==> config.mk <==
export PLATFORM = sky130hd
export DESIGN_NAME = ifetch_buffer
export DESIGN_NICKNAME = d
export VERILOG_FILES = /design/src/rtl/ifu_pkg.sv /design/src/rtl/ifu_fifo.sv /design/src/rtl/ifetch_buffer.sv
export SDC_FILE = /design/constraint.sdc
export NUM_CORES = 1
export LEC_CHECK = 0
export ABC_AREA = 1
export BUFFER_PORTS_ARGS = -buffer_cell sky130_fd_sc_hd__buf_2
export CAP_MARGIN = 40
export CORE_UTILIZATION = 40
export DETAILED_ROUTE_END_ITERATION = 6
export PLACE_DENSITY = 0.67
export SLEW_MARGIN = 5
export SYNTH_ARGS = -nofsm -noshare
export SYNTH_HDL_FRONTEND = slang
export SYNTH_HIERARCHICAL = 1
export SYNTH_SLANG_ARGS = --single-unit
==> constraint.sdc <==
create_clock -name clk -period 10.3 [get_ports clk]
set_input_delay 2.06 -clock clk [delete_from_list [all_inputs] [get_ports clk]]
set_output_delay 2.06 -clock clk [all_outputs]
set_load 0.03 [all_outputs]
==> src/rtl/ifu_pkg.sv <==
`default_nettype none
// +----------------------------------------------------------------------+
// | ifu_pkg                                                              |
// | Shared types and helpers for the instruction fetch unit.             |
// | Revision: 1.0                                                        |
// +----------------------------------------------------------------------+
package ifu_pkg;

    localparam int XLEN = 32;
    localparam logic [XLEN-1:0] NOP = 32'h0000_0013;

    typedef struct packed {
        logic [XLEN-1:0] pc;
        logic [XLEN-1:0] data;
    } fetch_entry_t;

    // Pointer width for an n-entry ring; at least one bit so a 1-deep ring still has a pointer.
    function automatic int ptr_width(input int n);
        int w;
        w = 1;
        while ((1 << w) < n) w++;
        return w;
    endfunction

endpackage
`default_nettype wire

==> src/rtl/ifu_fifo.sv <==
`default_nettype none
// +----------------------------------------------------------------------+
// | ifu_fifo                                                             |
// | Synchronous show-ahead FIFO with clear; head is valid when !empty.   |
// | Revision: 1.0                                                        |
// +----------------------------------------------------------------------+
module ifu_fifo
    import ifu_pkg::*;
#(
    parameter int WIDTH = 32,
    parameter int DEPTH = 4
) (
    input  logic                          clk,
    input  logic                          rst,
    input  logic                          clear,
    input  logic                          push,
    input  logic [WIDTH-1:0]              push_data,
    input  logic                          pop,
    output logic [WIDTH-1:0]              head,
    output logic                          full,
    output logic                          empty,
    output logic [ptr_width(DEPTH):0]     count
);

    localparam int            PW       = ptr_width(DEPTH);
    localparam logic [PW-1:0] LAST     = PW'(DEPTH - 1);
    localparam logic [PW:0]   FULL_CNT = (PW + 1)'(DEPTH);

    logic [WIDTH-1:0] r_mem [DEPTH];
    logic [PW-1:0]    r_rd_ptr;
    logic [PW-1:0]    r_wr_ptr;
    logic [PW:0]      r_count;
    logic             w_do_push;
    logic             w_do_pop;

    function automatic logic [PW-1:0] next_ptr(input logic [PW-1:0] p);
        return (p == LAST) ? '0 : p + 1'b1;
    endfunction

    assign w_do_pop  = pop & (r_count != '0);
    assign w_do_push = push & ((r_count != FULL_CNT) | w_do_pop);

    always_ff @(posedge clk or posedge rst) begin
        if (rst) begin
            r_rd_ptr <= '0;
            r_wr_ptr <= '0;
            r_count  <= '0;
            for (int i = 0; i < DEPTH; i++) begin
                r_mem[i] <= '0;
            end
        end else if (clear) begin
            r_rd_ptr <= '0;
            r_wr_ptr <= '0;
            r_count  <= '0;
        end else begin
            if (w_do_push) begin
                r_mem[r_wr_ptr] <= push_data;
                r_wr_ptr        <= next_ptr(r_wr_ptr);
            end
            if (w_do_pop) begin
                r_rd_ptr <= next_ptr(r_rd_ptr);
            end
            if (w_do_push && !w_do_pop) begin
                r_count <= r_count + 1'b1;
            end else if (!w_do_push && w_do_pop) begin
                r_count <= r_count - 1'b1;
            end
        end
    end

    assign head  = r_mem[r_rd_ptr];
    assign full  = (r_count == FULL_CNT);
    assign empty = (r_count == '0);
    assign count = r_count;

endmodule
`default_nettype wire

==> src/rtl/ifetch_buffer.sv <==
`default_nettype none
// +----------------------------------------------------------------------+
// | ifetch_buffer                                                        |
// | Fetch stage: issues PCs to imem, queues {pc,inst} for decode, and    |
// | discards wrong-path responses after a redirect. Revision: 1.0        |
// +----------------------------------------------------------------------+
module ifetch_buffer
    import ifu_pkg::*;
#(
    parameter int DEPTH   = 4,
    parameter int MAX_OUT = 2
) (
    input  logic            clk,
    input  logic            rst,
    input  logic            pc_valid,
    input  logic [XLEN-1:0] pc,
    output logic            pc_ready,
    input  logic            flush,
    output logic            imem_req_valid,
    input  logic            imem_req_ready,
    output logic [XLEN-1:0] imem_req_addr,
    input  logic            imem_resp_valid,
    input  logic [XLEN-1:0] imem_resp_data,
    output logic            inst_valid,
    input  logic            inst_ready,
    output logic [XLEN-1:0] inst_data,
    output logic [XLEN-1:0] inst_pc
);

    localparam int PEND_W = ptr_width(MAX_OUT);
    localparam int FIFO_W = ptr_width(DEPTH);

    logic [PEND_W:0]   w_pend_cnt;
    logic [PEND_W:0]   r_drop_cnt;
    logic [FIFO_W:0]   w_fifo_cnt;
    logic [XLEN-1:0]   w_pend_head;
    logic              w_pend_empty;
    logic              w_pend_full;
    logic              w_fifo_empty;
    logic              w_fifo_full;
    logic              w_resp_live;
    logic [31:0]       w_inflight;
    logic [31:0]       w_reserved;
    fetch_entry_t      w_push_entry;
    fetch_entry_t      w_head;
    logic              w_unused;

    assign w_inflight = 32'(w_pend_cnt) + 32'(r_drop_cnt);
    assign w_reserved = 32'(w_fifo_cnt) + 32'(w_pend_cnt);

    // Every live request owns an ififo slot, so a response can always be accepted.
    assign imem_req_valid = ~rst & pc_valid & ~flush
                          & (w_inflight < 32'(MAX_OUT))
                          & (w_reserved < 32'(DEPTH));
    assign imem_req_addr  = pc;
    assign pc_ready       = imem_req_valid & imem_req_ready;

    assign w_resp_live  = imem_resp_valid & (r_drop_cnt == '0) & ~w_pend_empty;
    assign w_push_entry = '{pc: w_pend_head, data: imem_resp_data};

    ifu_fifo #(
        .WIDTH (XLEN),
        .DEPTH (MAX_OUT)
    ) u_pend (
        .clk       (clk),
        .rst       (rst),
        .clear     (flush),
        .push      (pc_ready),
        .push_data (pc),
        .pop       (w_resp_live),
        .head      (w_pend_head),
        .full      (w_pend_full),
        .empty     (w_pend_empty),
        .count     (w_pend_cnt)
    );

    ifu_fifo #(
        .WIDTH ($bits(fetch_entry_t)),
        .DEPTH (DEPTH)
    ) u_ififo (
        .clk       (clk),
        .rst       (rst),
        .clear     (flush),
        .push      (w_resp_live),
        .push_data (w_push_entry),
        .pop       (inst_valid & inst_ready),
        .head      (w_head),
        .full      (w_fifo_full),
        .empty     (w_fifo_empty),
        .count     (w_fifo_cnt)
    );

    // On redirect every outstanding response becomes stale, minus one arriving right now.
    always_ff @(posedge clk or posedge rst) begin
        if (rst) begin
            r_drop_cnt <= '0;
        end else if (flush) begin
            if (imem_resp_valid && (w_inflight != 32'd0)) begin
                r_drop_cnt <= (PEND_W + 1)'(w_inflight - 32'd1);
            end else begin
                r_drop_cnt <= (PEND_W + 1)'(w_inflight);
            end
        end else if (imem_resp_valid && (r_drop_cnt != '0)) begin
            r_drop_cnt <= r_drop_cnt - 1'b1;
        end
    end

    assign inst_valid = ~w_fifo_empty;
    assign inst_pc    = w_head.pc;
    assign inst_data  = w_head.data;

    assign w_unused = &{1'b0, w_pend_full, w_fifo_full};

endmodule
`default_nettype wire

==> results.cfg <==
[status]
status = finished clean

[worst_setup_path]
worstSetupPathType = reg -> out
critical-path-top-delay-family = buffers and inverters
cp_slowest_cell = dfrtp_4
critPathMaxFanout = 71
reg2reg_from = u_pend/count[1]
crit_path_start_kind = register
worstSetupEndpointType = output pin
crit_end = inst_pc[17]
crit_cells = 5
worstSetupStartpoint = u_ififo/r_rd_ptr[0]
r2r_slack_ps = 6880
arrival_ps = 3460
cp_cell_sequence = inv_4 -> buf_4 -> o21ai_0 -> o22ai_1 -> buf_2
reg2reg_to = u_ififo/r_mem[128]
max_stage_delay_ps = 700
reg2reg_depth = 11
worst-path-buf-inv = 3
critPathRequiredTime_ps = 8240

[sta]
grt_setup_unrepaired = no
worstMarginPinSlew_ps = 909
fin_ws_ps = 4780
setup_tns_ps = 0
clock_skew_ps = 11.3
slew_viol_final = 0
maxSlewHeadroom_pct = 39.4
fin_crit_ps = 5520
final.period_utilization_pct = 53.6
finalSetupViolations = 0
hold_violations = 0
fmax_mhz = 181

[placed_design]
gp_congestion = 0.769
port_buffers = 169
dp.cells = 2552
hpwl_mm = 25.4
dp_slack_ps = 5070

[die]
start_util_pct = 40.9
ioPinCount = 170
fp.dieW_um = 204
rows = 73
coreArea_um2 = 40000
dieArea_um2 = 41700
chipHeight_um = 204

[drt]
vias_per_cell = 5.21
drc = 0
routedWlPerCell_um = 17.1
dr.pass1.iters = 5
routed_wl_mm = 44.7
drtIter0Drc = 1093
vias = 13700
ant_nets = 0

[final_layout]
antenna_cells = 0
drive_gt1_share_pct = 15.9
layout-area-overhead-vs-synth_pct = 12.5
final_util_pct = 46.0
fin_nets = 2149
final_common_cell = nand2_1
final_cell_mix = nand2_1 (711), dfrtp_1 (331), o21ai_1 (250)
instances_no_fill = 2621

[yosys]
syn_area_um2 = 16400
ys_warn_count = 6
syn_inst = 2002
synth_nets = 2084
avgSynthCellArea_um2 = 8.17

[global_route]
grt_max_degree = 82
grt_pass1_wl_mm = 72.7
grt_pass1_vias = 13500
gr-total-overflow = 0
grt_usage_pct = 21.8
grt_antenna_before_repair = 0

[cts]
clock_sinks = 333
cts_setup_buffers = 0
clock_latency_ps = 530
cts_hold_buf = 0
cts_buffers = 38
clkTransAtPathRegs_ps = 60
cts_root_buffer = clkbuf_16
clockBufferDepth = 3
tritoncts = built
post_cts_resized = 0
htreeDepth = 2

[flow_run]
cap_violations = 0

[power]
peakVddDrop_v = 0.000119
power_density_nw_per_um2 = 266
cellLeakagePower_nw = 10.0

[hold_path]
min_path_type = reg -> reg
[power by group]
part	switching, W	internal [W]	total (W)
Combinational	0.00127	0.000501	0.00177
Sequential	0.000153	0.00155	0.00171
Clock	0.000538	0.000876	0.00141
[metrics by stage]
step           hold WS, ps  total power [W]  cell area [um^2]
4_1_cts                476          0.00494             18400
5_1_grt                484          0.00519             18400
6_report               472          0.00489             18400
3_5_place_dp           463          0.00351             17100
3_3_place_gp           457          0.00345             16800
2_1_floorplan          441          0.00299             16400
[layout make-up]
cell class | instances | area (um^2)
clock buffers | 57 | 1150
clock inverters | 12 | 183
fillers | 3950 | 21600
inverters | 77 | 300
multi-input cells | 1418 | 6500
flip-flops and latches | 333 | 8340
well taps | 525 | 657
repair buffers | 199 | 1270
[worst min path at each step]
stage	start	to	slack [ps]	cells after the start
detailed placement	u_ififo/r_mem[137]	u_ififo/r_mem[137]	460	2
global placement	u_ififo/r_mem[118]	u_ififo/r_mem[118]	460	2
floorplan	u_ififo/r_mem[127]	u_ififo/r_mem[127]	440	2
finish	u_ififo/r_mem[124]	u_ififo/r_mem[124]	470	2
CTS	u_ififo/r_mem[87]	u_ififo/r_mem[87]	480	2
global route	u_ififo/r_mem[124]	u_ififo/r_mem[124]	480	2
[worst register-to-register path, stage by stage (launching register included)]
cell and delay, ps:
dfrtp_1 520, inv_1 100, nand2_1 120, inv_1 50
nor2_1 440, nand3_4 360, buf_16 330, buf_4 280
nor2_8 220, buf_4 690, nand2_1 140, nand2_1 110
[flip-flops by register name (all words and copies together), names as in the netlist]
name              count
u_pend/r_mem         64
u_ififo/r_wr_ptr      2
u_ififo/r_rd_ptr      2
u_ififo/count         3
u_pend/r_rd_ptr       1
u_ififo/r_mem       256
u_pend/count          2
r_drop_cnt            2
u_pend/r_wr_ptr       1
[layer usage]
| metal | wire length, um | GRT usage, % | part of all wire [%] |
|---|---|---|---|
| met1 | 20600 | 30.7 | 46 |
| met3 | 2470 | 2.52 | 5.5 |
| met5 | 0 | 0 | 0 |
| met2 | 20700 | 35.4 | 46 |
| met4 | 924 | 6.32 | 2.1 |
(Power assumes the default switching activity.)
